$ cat src/rtl/regbank_pkg.sv
// regbank_pkg: shared types and constants for the multi-port register bank.
//   clr_state_e     - clear sequencer state (IDLE, CLEAR)
//   DEFAULT_DATA_W  - default register width
//   DEFAULT_ADDR_W  - default register select width
//   ZERO_REG        - index of the hardwired-zero register
package regbank_pkg;

  typedef enum logic {
    IDLE  = 1'b0,
    CLEAR = 1'b1
  } clr_state_e;

  localparam int unsigned DEFAULT_DATA_W = 8;
  localparam int unsigned DEFAULT_ADDR_W = 5;
  localparam int unsigned ZERO_REG       = 0;

endpackage : regbank_pkg

$ cat src/rtl/regbank_clear_seq.sv
// regbank_clear_seq: sweeps the register bank to zero, one register per cycle,
// starting at register 1 and finishing on the last register.
// Ports:
//   clk, rst_n  - clock, synchronous active-low reset
//   clear_req   - request a bank-wide clear (ignored while a sweep is running)
//   busy        - registered, high while the sweep is in progress
//   clr_en      - storage array should zero clr_addr on this edge
//   clr_addr    - register being zeroed on this edge
module regbank_clear_seq
  import regbank_pkg::*;
#(
  parameter int unsigned ADDR_W = DEFAULT_ADDR_W
) (
  input  logic              clk,
  input  logic              rst_n,
  input  logic              clear_req,
  output logic              busy,
  output logic              clr_en,
  output logic [ADDR_W-1:0] clr_addr
);

  localparam logic [ADDR_W-1:0] FIRST_ADDR = ADDR_W'(1);
  localparam logic [ADDR_W-1:0] LAST_ADDR  = {ADDR_W{1'b1}};

  clr_state_e        state_q;
  clr_state_e        state_d;
  logic [ADDR_W-1:0] ptr_q;
  logic [ADDR_W-1:0] ptr_d;
  logic              busy_q;
  logic              busy_d;

  // State, pointer and busy registers.
  always_ff @(posedge clk) begin
    if (!rst_n) begin
      state_q <= IDLE;
      ptr_q   <= '0;
      busy_q  <= 1'b0;
    end else begin
      state_q <= state_d;
      ptr_q   <= ptr_d;
      busy_q  <= busy_d;
    end
  end

  // Next-state logic; register 0 is never swept since it cannot hold data.
  always_comb begin
    state_d = state_q;
    ptr_d   = ptr_q;
    busy_d  = busy_q;
    case (state_q)
      IDLE: begin
        if (clear_req) begin
          state_d = CLEAR;
          ptr_d   = FIRST_ADDR;
          busy_d  = 1'b1;
        end
      end
      CLEAR: begin
        if (ptr_q == LAST_ADDR) begin
          state_d = IDLE;
          ptr_d   = '0;
          busy_d  = 1'b0;
        end else begin
          ptr_d = ADDR_W'(ptr_q + 1'b1);
        end
      end
      default: begin
        state_d = IDLE;
        ptr_d   = '0;
        busy_d  = 1'b0;
      end
    endcase
  end

  assign busy     = busy_q;
  assign clr_en   = (state_q == CLEAR);
  assign clr_addr = ptr_q;

endmodule : regbank_clear_seq

$ cat src/rtl/regbank_mp.sv
// regbank_mp: general-purpose register file, two combinational read ports,
// one write port, register 0 hardwired to zero, built-in clear sequencer.
// Ports:
//   clk, rst_n              - clock, synchronous active-low reset
//   write_reg, wsel, data_in- write port (dropped while busy or for register 0)
//   rsel_a, rsel_b          - read selects
//   data_out_a, data_out_b  - combinational read data
//   clear_req               - start a bank-wide clear sweep
//   busy                    - clear sweep in progress (registered)
// Configuration:
//   REGBANK_WRITE_BYPASS_EN - when defined, a read of the register being
//                             written returns data_in in the same cycle.
module regbank_mp
  import regbank_pkg::*;
#(
  parameter int unsigned DATA_W = DEFAULT_DATA_W,
  parameter int unsigned ADDR_W = DEFAULT_ADDR_W
) (
  input  logic              clk,
  input  logic              rst_n,
  input  logic              write_reg,
  input  logic [ADDR_W-1:0] wsel,
  input  logic [DATA_W-1:0] data_in,
  input  logic [ADDR_W-1:0] rsel_a,
  input  logic [ADDR_W-1:0] rsel_b,
  output logic [DATA_W-1:0] data_out_a,
  output logic [DATA_W-1:0] data_out_b,
  input  logic              clear_req,
  output logic              busy
);

  localparam int unsigned       NREGS    = 1 << ADDR_W;
  localparam logic [ADDR_W-1:0] ZERO_SEL = ADDR_W'(ZERO_REG);

  logic [DATA_W-1:0] mem [NREGS];
  logic              clr_en;
  logic [ADDR_W-1:0] clr_addr;
  logic              wr_ok;

  regbank_clear_seq #(
    .ADDR_W (ADDR_W)
  ) u_clear_seq (
    .clk       (clk),
    .rst_n     (rst_n),
    .clear_req (clear_req),
    .busy      (busy),
    .clr_en    (clr_en),
    .clr_addr  (clr_addr)
  );

  // A write lands only while idle and never into the zero register.
  assign wr_ok = write_reg && !busy && (wsel != ZERO_SEL);

  // Storage array; a clear step and a write are mutually exclusive via busy.
  always_ff @(posedge clk) begin
    if (!rst_n) begin
      for (int i = 0; i < int'(NREGS); i++) begin
        mem[i] <= '0;
      end
    end else if (clr_en) begin
      mem[clr_addr] <= '0;
    end else if (wr_ok) begin
      mem[wsel] <= data_in;
    end
  end

  // Read port A.
  always_comb begin
    data_out_a = '0;
    if (rsel_a != ZERO_SEL) begin
      data_out_a = mem[rsel_a];
`ifdef REGBANK_WRITE_BYPASS_EN
      if (wr_ok && (rsel_a == wsel)) begin
        data_out_a = data_in;
      end
`endif
    end
  end

  // Read port B.
  always_comb begin
    data_out_b = '0;
    if (rsel_b != ZERO_SEL) begin
      data_out_b = mem[rsel_b];
`ifdef REGBANK_WRITE_BYPASS_EN
      if (wr_ok && (rsel_b == wsel)) begin
        data_out_b = data_in;
      end
`endif
    end
  end

endmodule : regbank_mp

$ cat config.mk
export PLATFORM = sky130hd
export DESIGN_NAME = regbank_mp
export DESIGN_NICKNAME = d
export VERILOG_FILES = /design/src/rtl/regbank_pkg.sv /design/src/rtl/regbank_clear_seq.sv /design/src/rtl/regbank_mp.sv
export SDC_FILE = /design/constraint.sdc
export NUM_CORES = 1
export LEC_CHECK = 0
export CAP_MARGIN = 20
export CORE_UTILIZATION = 62
export DETAILED_ROUTE_END_ITERATION = 8
export PLACE_DENSITY = 0.82
export SLEW_MARGIN = 20
export SYNTH_ARGS = -nofsm -noshare
export SYNTH_HDL_FRONTEND = slang
export SYNTH_SLANG_ARGS = --single-unit
$ cat constraint.sdc
create_clock -name clk -period 3 [get_ports clk]
set_clock_uncertainty 0.15 [all_clocks]
set_input_delay 0.3 -clock clk [delete_from_list [all_inputs] [get_ports clk]]
set_output_delay 0.3 -clock clk [all_outputs]
set_load 0.02 [all_outputs]
==> results of run 1 <==
power groups by stage:
stage / registers (W) / clock network (W) / logic [W]
6_report: 0.00424 / 0.00322 / 0.00132
3_5_place_dp: 0.00432 / 0 / 0.00125
5_1_grt: 0.00426 / 0.00334 / 0.00136
2_1_floorplan: 0.00428 / 0 / 0.000737
4_1_cts: 0.00424 / 0.00320 / 0.00126
3_3_place_gp: 0.00430 / 0 / 0.00123
state kept, by name, summed over array words and instances, names as in the netlist:
register              flops
mem                     256
u_clear_seq.busy          1
u_clear_seq.clr_addr      5
u_clear_seq.clr_en        1
metrics by stage:
stage,cells,setup slack [ns],hold slack [ns],util
6_report,1586,0.05306,0.3526,0.7394
5_1_grt,1586,-0.002926,0.3932,0.7394
4_1_cts,1585,0.002883,0.3517,0.7366
3_5_place_dp,1537,-0.06920,0.3533,0.6981
3_3_place_gp,1537,-0.09350,0.3473,0.6981
2_1_floorplan,1140,0.3538,0.3259,-
worst register-to-register path, stage by stage (launching register included):
cell,delay (ns)
dfxtp_1,0.34
and4bb_1,0.51
nand2_1,0.20
nor4_2,0.89
and2_1,0.25
worst max-delay path by stage:
stage | slack (ns) | endpoint | from
floorplan | 0.35 | mem[23][0] | wsel[1]
global placement | -0.09 | data_out_b[2] | rsel_b[0]
detailed placement | -0.07 | data_out_b[2] | rsel_b[0]
CTS | 0.003 | data_out_b[3] | mem[12][3]
global route | -0.003 | data_out_b[7] | mem[15][7]
finish | 0.05 | data_out_b[6] | mem[15][6]
timing repair:
action / in CTS / in global routing
resized for setup: 29 / 11
pin swaps: 0 / 0
cloned: 0 / 0
endpoints found under the setup margin: 15 / 6
synthesized netlist by cell type (8+ instances only):
library cell  instances
and2_1               90
nor3_1               53
a211oi_1             14
o21a_1               12
o31ai_1              23
buf_4                12
a31oi_1              10
edfxtp_1            256
mux4_2               96
o21ai_0              34
buf_1                 9
clkbuf_1             42
nor2_1              131
buf_2                38
mux2i_1              54
o22ai_1              16
mux2_2               47
a21oi_1               8
and3_1               18
nor2b_1              23
a221oi_1             12
nand2_1              55
nand2b_1              8
cells by family after synthesis:
| logic type | Yosys count | share of synthesized area |
|---|---|---|
| buf+inv | 109 | 0.03457 |
| compound gates | 159 | 0.07490 |
| other cells | 1 | 0.0002539 |
| fa+ha+maj | 2 | 0.001694 |
| flops | 263 | 0.5300 |
| mux | 197 | 0.2188 |
| simple gates | 402 | 0.1397 |
layer usage:
layer / track usage / up-vias / part of all wire
met1: 0.4989 / 5402 / 0.34
met5: 0 / - / 0.00029
met2: 0.5942 / 975 / 0.46
met3: 0.08973 / 200 / 0.14
met4: 0.1947 / 2 / 0.057
li1: - / 4597 / -
layout make-up:
type,count,area share
clock buffer,35,0.04252
clock inverter,13,0.005857
tap,319,0.02307
inverter,6,0.001302
timing repair buffer,182,0.09342
multi-input combinational,768,0.3815
sequential,263,0.4524
==> qor.yml, run 1 <==
outcome:
  status: "completed"
setup_path:
  arrival_ns: 2.50
  critPathKind: "reg -> out"
  cp.depth: 6
  timing.reg2reg.setup_slack_ns: 0.52
  worstReg2RegEnd: "mem[25][3]"
  r2r_cells: 4
  path_cells: "mux4_2, mux2i_1, a221oi_1, buf_4, o21a_1, dlygate4sd2_1"
  path_delay_family: "multiplexers"
  end_kind: "output pin"
  critPathLaunchType: "flop"
  worstPathRequired_ns: 2.55
  slowest_stage: "mux4_2"
  r2r-start: "u_clear_seq.busy"
  critical_path_peak_fanout: 2
  worst-path-buf-inv: 2
  max_stage_delay_ns: 0.51
power:
  pwr-share-comb: 0.150
  swShare: 0.2555
  pwr-share-seq: 0.483
  p_per_area_mw_per_mm2: 507.2
  power_leakage_nw: 6.147
  p_clk_frac: 0.367
  switchingPower_w: 0.002242
  p_int_w: 0.006534
  total_power_w: 0.008776
  ir_worst_vdd_mv: 0.3716
detailed_routing:
  drt_iter0_markers: 1764
  antenna_left: 0
  routedWlPerCell_um: 28.36
  drt-pass1-iter-count: 9
  vias: 11180
  drc: 0
  avgViaCountPerCell: 7.047
  routed_wl_um: 44980
yosys:
  seq_area_frac_synth: 0.5300
  ys.flop_type: "edfxtp_1"
  ys_warn_count: 0
  netlist_area_mm2: 0.01477
  async_reset_ff_frac: 0
  ys_ff_latch: 263
  syn_area_per_cell_um2: 13.03
  yosysUniqueCellTypes: 57
  netlist.top_cell.by_area: "edfxtp_1"
  yosys-top-cells-area: "edfxtp_1 (52%), mux4_2 (15%), and2_1 (3.8%)"
  netlist.area_leader.share: 0.5205
  synth_edf_count: 256
  netlist_instances: 1133
place:
  place.gp.congestion: 0.9911
  place_area_mm2: 0.01634
  port_buffers: 43
  dp_hpwl_um: 30830
grt:
  grt_overflow: 0
  grt_pass1_vias: 11050
  grt_max_degree: 41
  antenna_found_initial: 1
  grtUsageTotal: 0.3795
  grt_pass1_wl_um: 66680
clock_network:
  post_cts_buffers: 0
  clock_latency_ns: 0.55
  clkTransAtPathRegs_ns: 0.07
  cts_hold_repair.buffers: 0
  clock_path_buffers: 3
  htreeDepth: 1
  cts_tree: "built"
  clock-root-buffer: "clkbuf_16"
  clock-sinks: 263
  cts_buffers: 26
min_path:
  holdCritStartpoint: "clear_req"
  worstHoldPathCells: 3
  min_to: "u_clear_seq.busy"
  hp-class: "in -> reg"
die:
  fp.dieW_um: 156.3
  rows: 56
  core_mm2: 0.02340
  io_pins: 44
  die_h_um: 156.3
  die-area_mm2: 0.02444
  start_util: 0.6310
layout:
  final_cell_mix: "edfxtp_1 (256), nor2_1 (131), buf_4 (127)"
  design_area_mm2: 0.01730
  nFillCells: 1453
  syn2layout_area_growth_pct: 17.17
  final_common_cell: "edfxtp_1"
  drive_above_1_share: 0.2865
  num_antenna_cells: 0
  fin_nets: 1276
  register_area_mm2: 0.007828
  multi_input_area_mm2: 0.006601
timing:
  relSlewSlack: 0.3194
  tns_ns: 0
  drv_slew: 0
  setup_viol: 0
  post-route-period-util: 0.9823
  min_period_ns: 2.947
  fmax_mhz: 339.3
  hold_viol: 0
  worst-slew-pin-transition_ns: 1.012
run:
  drv_cap: 0
(Power assumes the default switching activity.)
==> inputs of run 2 (changes only) <==
--- a/config.mk
+++ b/config.mk
@@ -12,4 +12,5 @@
 export SLEW_MARGIN = 20
 export SYNTH_ARGS = -nofsm -noshare
 export SYNTH_HDL_FRONTEND = slang
+export SYNTH_HIERARCHICAL = 1
 export SYNTH_SLANG_ARGS = --single-unit
==> run 2 against run 1 <==
  * The flow now finishes with violations (negative setup slack)
  * Total power increased by 1.8%
  * Cell count decreased by 3.8%
  * Hold slack improved by 0.0085 ns
  * Clock power increased by 5%
  * Largest power group unchanged
==> qor.yml, run 2 <==
place:
  port_buffers: 43  # unchanged
  place.gp.congestion: 0.9935  # +0.24%
  dp_hpwl_um: 32050  # +4.0%
  place_area_mm2: 0.01612  # -1.3%
timing:
  drv_slew: 0  # unchanged
  hold_viol: 0  # unchanged
  setup_viol: 3  # +3
  worst-slew-pin-transition_ns: 1.011  # -0.001499 ns
  layout_setup_ws_ns: -0.03569  # -0.08875 ns
  post-route-period-util: 1.012  # +0.02958
  min_period_ns: 3.036  # +0.08875 ns
  rsz0062_at_grt: "true"
  fmax_mhz: 329.4  # -2.9%
  relSlewSlack: 0.3246  # +0.005182
  hold_ws_ns: 0.3612  # +0.008514 ns
die:
  core_mm2: 0.02264  # -3.3%
  io_pins: 44  # unchanged
  rows: 55  # -1.8%
  die-area_mm2: 0.02374  # -2.9%
  die_h_um: 154.1  # -1.4%
  fp.dieW_um: 154.1  # -1.4%
  start_util: 0.6334  # +0.002338
layout:
  syn2layout_area_growth_pct: 19.28
  design_area_mm2: 0.01711  # -1.1%
  final_common_cell: "edfxtp_1"
  drive_above_1_share: 0.3002  # +0.01374
  final_cell_mix: "edfxtp_1 (256), nor2_1 (150), buf_4 (150)"
  regMostFlops: "mem"
  fin_nets: 1251  # -2.0%
  largest_reg_flops: 256  # unchanged
grt:
  grt_overflow: 0  # unchanged
  grtUsageTotal: 0.3920  # +0.01243
  grt_pass1_vias: 11090  # +0.43%
  grt_max_degree: 37  # -9.8%
  grt_pass1_wl_um: 67420  # +1.1%
  antenna_found_initial: 0  # -1
yosys:
  synth_common_cells: "edfxtp_1 (256), nor2_1 (150), nor3_1 (120)"
  ys_ff_latch: 263  # unchanged
  netlist.top_cell.by_area: "edfxtp_1"
  yosysUniqueCellTypes: 63  # +11%
  ys_warn_count: 6  # +6
  syn_area_per_cell_um2: 13.34  # +2.3%
  netlist_area_mm2: 0.01434  # -2.9%
  ys.flop_type: "edfxtp_1"
  yosys-top-cells-area: "edfxtp_1 (54%), mux4_2 (16%), nor3_1 (4.2%)"
  synth_edf_count: 256  # unchanged
  netlist.area_leader.share: 0.5361  # +0.01553
  synth_most_common_cell: "edfxtp_1"
  netlist_instances: 1075  # -5.1%
  seq_area_frac_synth: 0.5459  # +0.01582
  async_reset_ff_frac: 0  # unchanged
outcome:
  violations: "negative setup slack"
  status: "finished with violations"
detailed_routing:
  antenna_left: 0  # unchanged
  routed_wl_um: 44720  # -0.58%
  routedWlPerCell_um: 29.30  # +3.3%
  drc: 0  # unchanged
  avgViaCountPerCell: 7.140  # +1.3%
  vias: 10900  # -2.5%
  drt_iter0_markers: 1376  # -22%
  drt-pass1-iter-count: 5  # -4
power:
  swShare: 0.2484  # -0.007036
  power_leakage_nw: 5.930  # -3.5%
  pwr-share-seq: 0.476  # -0.007
  p_per_area_mw_per_mm2: 522.2  # +3.0%
  ir_worst_vdd_mv: 0.5428  # +46%
  p_clk_frac: 0.377  # +0.010
  switchingPower_w: 0.002219  # -1.0%
  pwr-share-comb: 0.147  # -0.003
  p_int_w: 0.006714  # +2.7%
setup_path:
  crit_path_end: "data_out_a[1]"
  path_cells: "mux4_2, mux2_2, a221oi_2, a211oi_1, buf_4, dlygate4sd2_1"
  worstReg2RegEnd: "mem[28][1]"
  critPathKind: "reg -> out"
  critPathLaunchType: "flop"
  worstPathRequired_ns: 2.55  # about the same
  timing.reg2reg.setup_slack_ns: 0.29  # -0.23 ns
  r2r_cells: 6  # +2
  r2r-start: "u_clear_seq/busy"
  arrival_ns: 2.59  # +0.09 ns
  slowest_stage: "mux4_2"
  max_stage_delay_ns: 0.48  # -0.03 ns
  critical_path_peak_fanout: 2  # unchanged
  end_kind: "output pin"
  crit_start: "mem[15][1]"
clock_network:
  clock_latency_ns: 0.54  # about the same
  clock-root-buffer: "clkbuf_16"
  htreeDepth: 1  # unchanged
  clock-sinks: 263  # unchanged
  clkTransAtPathRegs_ns: 0.06  # about the same
  cts_buffers: 27  # +3.8%
  cts_tree: "built"
  clock_path_buffers: 3  # unchanged
min_path:
  hp-class: "in -> reg"
  holdCritStartpoint: "clear_req"
run:
  drv_cap: 0  # unchanged
==> run 2: changes by cell type after synthesis, moves of 19 or more <==
cell / delta
nor2_1: +19
nor3_1: +67
o221ai_1: +19
o21ai_0: -23
mux2_2: -28
and2_1: -87
==> run 2: per-stage QoR <==
step,setup TNS (ns),utilization,instances,setup WS (ns),power (W)
global placement,-15.85,0.7119,1477,-0.3831,0.005552
CTS,0,0.7541,1524,0.004453,0.008872
global route,-0.1609,0.7553,1524,-0.06336,0.009096
finish,-0.05445,0.7555,1526,-0.03569,0.008933
detailed placement,-17.08,0.7121,1477,-0.4381,0.005588
floorplan,0,-,1082,0.1464,0.004987
==> run 2: kinds of logic (layout without fill, tap and decap cells) <==
logic type | count (synthesis) | count (layout) | synth area share
and+or+nand+nor | 384 | 384 | 0.1240
adders and majority gates | 3 | 3 | 0.002618
buffers and inverters | 102 | 259 | 0.03394
DFF | 263 | 263 | 0.5459
AOI/OAI and AO/OA | 142 | 142 | 0.07495
other | 1 | 10 | 0.0002615
muxes | 180 | 180 | 0.2184
==> run 2: power groups by stage <==
| stage | Sequential (W) | Clock [W] | Combinational (W) |
|---|---|---|---|
| finish | 0.00425 | 0.00337 | 0.00132 |
| detailed placement | 0.00432 | 0 | 0.00127 |
| global placement | 0.00431 | 0 | 0.00124 |
| CTS | 0.00425 | 0.00335 | 0.00128 |
| floorplan | 0.00428 | 0 | 0.000705 |
| global route | 0.00426 | 0.00347 | 0.00136 |
==> run 2: timing repair <==
item                       in CTS  in global routing
gates resized for setup        46                 12
pin swaps                       0                  2
hold endpoints to repair        0                  0
buffers inserted                0                  0
setup endpoints to repair      16                 10
hold buffers                    0                  0
==> run 2: worst min path at each step <==
| stage | end | slack, ns | depth (start not counted) |
|---|---|---|---|
| after floorplan | u_clear_seq/busy | 0.32 | 2 |
| after global placement | u_clear_seq/busy | 0.35 | 2 |
| after detailed placement | u_clear_seq/busy | 0.37 | 2 |
| after CTS | u_clear_seq/busy | 0.36 | 3 |
| after global routing | u_clear_seq/busy | 0.40 | 3 |
| final | u_clear_seq/busy | 0.36 | 3 |
==> run 2: cell type report <==
| cell class | count | area [µm²] |
|---|---|---|
| Antenna cell | 2 | 5.005 |
| Clock buffer | 32 | 694.4 |
| Clock inverter | 15 | 168.9 |
| Fill cell | 1412 | 5535 |
| Inverter | 6 | 22.52 |
| Multi-Input combinational cell | 717 | 6213 |
| Sequential cell | 263 | 7828 |
| Tap cell | 285 | 356.6 |
| Timing Repair Buffer | 206 | 1817 |
==> run 2: layer usage <==
metal	share of wire	wire length (µm)	up-vias	track usage
li1	-	-	4558	-
met1	0.33	14790	5314	0.4964
met2	0.48	21680	852	0.6472
met3	0.13	5851	171	0.08286
met4	0.054	2404	0	0.1933
met5	0	0	-	0
==> run 2: critical path: cells and delay by family (launching register included) <==
| family | cells | cell delay (ns) |
|---|---|---|
| mux | 2 | 0.76 |
| buf+inv | 2 | 0.48 |
| flops | 1 | 0.41 |
| compound gates | 2 | 0.40 |
